**config.mk**
```make
export PLATFORM = sky130hd
export DESIGN_NAME = ex_div
export DESIGN_NICKNAME = d
export VERILOG_FILES = /design/src/rtl/ex_div_pkg.sv /design/src/rtl/ex_div.sv
export SDC_FILE = /design/constraint.sdc
export NUM_CORES = 1
export LEC_CHECK = 0
export BUFFER_PORTS_ARGS = -buffer_cell sky130_fd_sc_hd__buf_4
export CELL_PAD_IN_SITES_DETAIL_PLACEMENT = 0
export CELL_PAD_IN_SITES_GLOBAL_PLACEMENT = 1
export CORE_ASPECT_RATIO = 1.1
export CORE_MARGIN = 4
export CORE_UTILIZATION = 41
export CTS_BUF_LIST = sky130_fd_sc_hd__clkbuf_8
export DETAILED_ROUTE_END_ITERATION = 8
export GPL_ROUTABILITY_DRIVEN = 1
export PLACE_DENSITY_LB_ADDON = 0.1
export SYNTH_ARGS = -nofsm -noshare
export SYNTH_HDL_FRONTEND = slang
export SYNTH_SLANG_ARGS = --single-unit
```
**constraint.sdc**
```tcl
create_clock -name clk -period 4.2 [get_ports clk]
set_input_delay 0.42 -clock clk [delete_from_list [all_inputs] [get_ports clk]]
set_output_delay 0.42 -clock clk [all_outputs]
set_load 0.02 [all_outputs]
```
**src/rtl/ex_div_pkg.sv**
```systemverilog
// Shared encodings and constants for the EX-stage divider.
// The divider imports these so the state names and ready/start levels match the rest of the pipeline.
package ex_div_pkg;

  typedef enum logic [1:0] {
    DivFree   = 2'b00,
    DivByZero = 2'b01,
    DivOn     = 2'b10,
    DivEnd    = 2'b11
  } div_state_e;

  localparam logic        DivResultReady    = 1'b1;
  localparam logic        DivResultNotReady = 1'b0;
  localparam logic        DivStart          = 1'b1;
  localparam logic        DivStop           = 1'b0;
  localparam logic [31:0] ZeroWord          = 32'h0000_0000;

endpackage

```
**src/rtl/ex_div.sv**
```systemverilog
// Multi-cycle restoring divider for the EX stage: 32 quotient bits in 32 cycles,
// signed or unsigned, with abort on pipeline flush and a start/ready handshake.
module ex_div
  import ex_div_pkg::*;
(
  input  logic        clk,
  input  logic        rst,
  input  logic        signed_div_i,
  input  logic [31:0] opdata1_i,
  input  logic [31:0] opdata2_i,
  input  logic        start_i,
  input  logic        annul_i,
  output logic [63:0] result_o,
  output logic        ready_o
);

  div_state_e  state_reg;
  logic [5:0]  cnt_reg;
  logic [31:0] rem_reg;
  logic [31:0] quo_reg;
  logic [31:0] divisor_reg;
  logic        neg_q_reg;
  logic        neg_r_reg;

  logic [31:0] abs_a;
  logic [31:0] abs_b;
  logic [32:0] shifted;
  logic [32:0] trial;
  logic [31:0] quo_fix;
  logic [31:0] rem_fix;

  assign abs_a = (signed_div_i && opdata1_i[31]) ? (~opdata1_i + 32'd1) : opdata1_i;
  assign abs_b = (signed_div_i && opdata2_i[31]) ? (~opdata2_i + 32'd1) : opdata2_i;

  // quo_reg starts as the dividend and is shifted out MSB-first while quotient bits shift in.
  assign shifted = {rem_reg, quo_reg[31]};
  assign trial   = shifted - {1'b0, divisor_reg};

  assign quo_fix = neg_q_reg ? (~quo_reg + 32'd1) : quo_reg;
  assign rem_fix = neg_r_reg ? (~rem_reg + 32'd1) : rem_reg;

  always_ff @(posedge clk) begin
    if (rst) begin
      state_reg   <= DivFree;
      cnt_reg     <= 6'd0;
      rem_reg     <= ZeroWord;
      quo_reg     <= ZeroWord;
      divisor_reg <= ZeroWord;
      neg_q_reg   <= 1'b0;
      neg_r_reg   <= 1'b0;
      result_o    <= {ZeroWord, ZeroWord};
      ready_o     <= DivResultNotReady;
    end else begin
      case (state_reg)
        DivFree: begin
          result_o <= {ZeroWord, ZeroWord};
          ready_o  <= DivResultNotReady;
          if (start_i == DivStart && !annul_i) begin
            divisor_reg <= abs_b;
            quo_reg     <= abs_a;
            rem_reg     <= ZeroWord;
            neg_q_reg   <= signed_div_i & (opdata1_i[31] ^ opdata2_i[31]);
            neg_r_reg   <= signed_div_i & opdata1_i[31];
            cnt_reg     <= 6'd0;
            state_reg   <= (opdata2_i == ZeroWord) ? DivByZero : DivOn;
          end
        end
        DivByZero: begin
          result_o  <= {ZeroWord, ZeroWord};
          ready_o   <= DivResultNotReady;
          state_reg <= DivEnd;
        end
        DivOn: begin
          if (annul_i) begin
            state_reg <= DivFree;
            cnt_reg   <= 6'd0;
            result_o  <= {ZeroWord, ZeroWord};
            ready_o   <= DivResultNotReady;
          end else if (cnt_reg == 6'd32) begin
            result_o  <= {rem_fix, quo_fix};
            ready_o   <= DivResultReady;
            cnt_reg   <= 6'd0;
            state_reg <= DivEnd;
          end else begin
            // Negative trial result means the divisor did not fit: keep the shifted remainder.
            rem_reg <= trial[32] ? shifted[31:0] : trial[31:0];
            quo_reg <= {quo_reg[30:0], ~trial[32]};
            cnt_reg <= cnt_reg + 6'd1;
          end
        end
        DivEnd: begin
          if (start_i == DivStop) begin
            state_reg <= DivFree;
            result_o  <= {ZeroWord, ZeroWord};
            ready_o   <= DivResultNotReady;
          end else begin
            ready_o <= DivResultReady;
          end
        end
        default: state_reg <= DivFree;
      endcase
    end
  end

endmodule

```
==> summary.md <==
| Metric | Value |
|---|---|
| Routed vias | 10300 |
| Antenna violations before repair | 0 |
| Worst setup path end | rem_reg[21] |
| Post-Syn Nets | 1494 |
| Std cell rows | 62 |
| Max reg flops | 64 |
| GPL Wtd Cong | 0.878 |
| Post-DP HPWL | 25600 um |
| Power Internal | 2.57 mW |
| Total CTS buffers | 17 |
| Stages on the worst setup path | 14 |
| Vias per Instance | 5.61 |
| Static Leak | 5.00 nW |
| Critical path, cell by cell | inv_1 > ha_1 > fa_1 > nor2b_1 > o2111ai_1 > a21oi_1 > o221a_2 > a32oi_1 > a211oi_1 > buf_4 > xor2_4 > buf_4 > mux2i_1 > o21ai_0 |
| Yosys warnings | 0 |
| CORE AREA | 26100 sq um |
| Gr ovfl total | 0 |
| Non-Filler Instances | 1841 |
| Setup TNS | 0 ps |
| DRC | 0 |
| DIE HEIGHT | 178 um |
| # Post-CTS Setup Buffers | 0 |
| First-pass GRT wire length | 52700 um |
| Final Skew | 25.3 ps |
| Syn Area/Cell | 7.80 sq um |
| WL final | 33800 um |
| Nets | 1584 |
| Total track usage | 22.7% |
| Hold depth | 3 |
| Drt wl/cell | 18.4 um |
| Ys async rst share | 0% |
| Vias in the first global route | 9396 |
| Highest Clock Rate | 0.270 GHz |
| Mapped Cells | 1386 |
| CP dominant cell by count | buf_4 |
| Crit path launch | quo_reg[31] |
| Worst vdd ir | 0.176 mV |
| Seq/Total Area, Yosys | 31.7% |
| Delay-heaviest family, CP | compound AO/OA/AOI/OAI gates |
| CP Max Fanout | 11 |
| Cell variety after synth | 63 |
| FF-to-FF path depth | 14 |
| Min Tclk post-route | 3700 ps |
| Combinational share of power | 22.4% |
| Sw frac | 35.5% |
| I/O Buffers | 133 |
| Pwr/cell area | 316 nW/um^2 |
| HP Class | input pin to flip-flop |
| CP Capture Type | flip-flop |
| # IOs | 134 |
| Worst r2r dst | rem_reg[21] |
| Met3 GRT Util | 2.94% |
| Fin crit share | 88.1% |
| FF/Latch Area | 3420 sq um |
| Worst rel slew slack | 47.3% |
| Final Util | 48.4% |
| Met1 Use GR | 35.1% |
| Max-Cap Viols | 0 |
| Reg2Reg Setup Slack | 500 ps |
| Worst-case clock buffer depth | 2 |
| DIE WIDTH | 163 um |
| Clk slew on worst S/H paths | 120 ps |
| Number of diodes | 0 |
| 1st-iter DRT viols | 778 |
| TritonCTS clock tree | done |
| Synth Flop Type | dfxtp_1 |
| Number of synthesized flops with an enable pin | 0 |
| Final Hold Fails | 0 |
| Post-synthesis cell area | 10800 sq um |
| DRT Pass-1 Iters | 5 |
| Worst slew pin tran | 780 ps |
| Sequential Power Share | 44.0% |
| Cts hold-fix bufs | 0 |
| Fillers | 2644 |
| Share of cells above drive strength 1 | 14.4% |
| CTS resizes | 0 |
| CP max stage delay | 400 ps |
| Max Slew Vio Count | 0 |
| CP arrival | 4060 ps |
| Busiest grt layer | met1 |
| Met2 Resource Use GR | 33.6% |
| Clock share of power | 33.5% |
| Worst R2R Start | quo_reg[31] |
| Status | complete, no violations |
| Placed Instances | 1809 |
| Worst Path Buf+Inv | 3 |
| H-tree depth | 4 |
| Die ar. | 29000 sq um |
| CP max stage cell | fa_1 |
| Clock Latency Late Sink | 490 ps |
| Setup crit start kind | flip-flop |
| Final hold slack | 247 ps |
| Clock sinks | 171 |
| #FFs+latches synth | 171 |
| Area of the multi-input gates | 6920 sq um |
| Setup Crit Path Kind | flip-flop to flip-flop |
| Largest register by flop count | result_o |
| CTS root buffer | clkbuf_8 |
| Final setup vio count | 0 |
| Critical path required time | 4560 ps |
| Psw | 1.42 mW |
| Area Overhead vs Synth | 16.8% |
| Routed Antenna Nets | 0 |
| Initial Util | 41.5% |
| Unrepaired setup endpoints after global routing | no |
| Largest net degree at the start of global routing | 70 |
routing by layer:
layer | wire [um] | vias to the layer above
li1 | - | 5218
met1 | 17600 | 4807
met2 | 14300 | 267
met3 | 1530 | 27
met4 | 389 | 0
met5 | 0 | -
worst min path at each step:
stage,slack [ps],startpoint,end
CTS,220,opdata2_i[24],divisor_reg[24]
detailed placement,450,divisor_reg[31],divisor_reg[31]
floorplan,430,divisor_reg[31],divisor_reg[31]
global route,230,opdata2_i[16],divisor_reg[16]
finish,250,opdata2_i[24],divisor_reg[24]
global placement,450,divisor_reg[31],divisor_reg[31]
worst reg2reg max path: cells and delay by family, from the launching register on:
family,cells,cell delay (ps)
AO/OA/AOI/OAI,6,1210
XOR/XNOR,1,380
adder cells (fa/ha/maj),2,640
buffers and inverters,3,570
flip-flops,1,380
multiplexers,1,220
AND/OR/NAND/NOR,1,190
final cells by class:
class	instances	area share (%)
sequential	171	27.1
clock buffer	17	1.85
multi-input combinational	1081	54.8
inverter	49	1.46
clock inverter	15	1.88
tap	352	3.49
timing repair buffer	156	9.38
synth_stat cells, drive strengths merged (7+ instances only):
cell type,instances,area share [%]
nor3,31,1.4
a32oi,10,0.81
a21o,14,0.97
o21ai,86,4.0
ha,38,4.4
xnor2,76,6.2
o31ai,25,1.9
nand4,9,0.52
nor4,12,0.75
nor2,172,6.0
a22oi,38,2.6
a311oi,11,0.89
a31oi,9,0.52
mux2i,26,2.4
or3,20,1.2
a22o,18,1.5
clkbuf,79,2.7
nor2b,13,0.75
nand3,32,1.5
nand2b,11,0.64
and2,9,0.52
xor2,54,4.4
a211oi,44,3.1
o41ai,20,1.6
or4,17,1.3
o211ai,14,0.97
o21a,7,0.49
inv,49,1.7
dfxtp,171,32
nand2,124,4.3
a21oi,92,4.3
power groups by stage:
stage,combinational [mW],clock [mW],sequential (mW)
after floorplan,0.617,0,1.76
after global placement,0.889,0,1.79
after detailed placement,0.890,0,1.79
after CTS,0.892,1.37,1.75
after global routing,0.988,1.42,1.77
final,0.896,1.34,1.76
cell usage in the layout (no fill, tap or decap), drive strengths merged, types with 20 or more instances in the layout:
cell type,n
a211oi,44
a21oi,92
a22oi,38
buf,156
dfxtp,171
ha,38
inv,55
mux2i,26
nand2,124
nand3,32
nor2,172
nor3,31
o21ai,86
o31ai,25
o41ai,20
or3,20
xnor2,76
xor2,54
cells by family after synthesis:
family / synth area share [%]
flops: 31.7
fa+ha+maj: 4.58
xor+xnor: 10.5
buf+inv: 4.68
simple gates: 20.3
mux: 2.62
compound gates: 25.6
metrics by stage:
stage               total power [mW]  setup slack, ps  area [sq um]
detailed placement              2.68              537         12200
global placement                2.68              659         12200
CTS                             4.01              520         12600
global route                    4.17              231         12600
floorplan                       2.38              966         10800
finish                          3.99              500         12600
(Power assumes the default switching activity.)
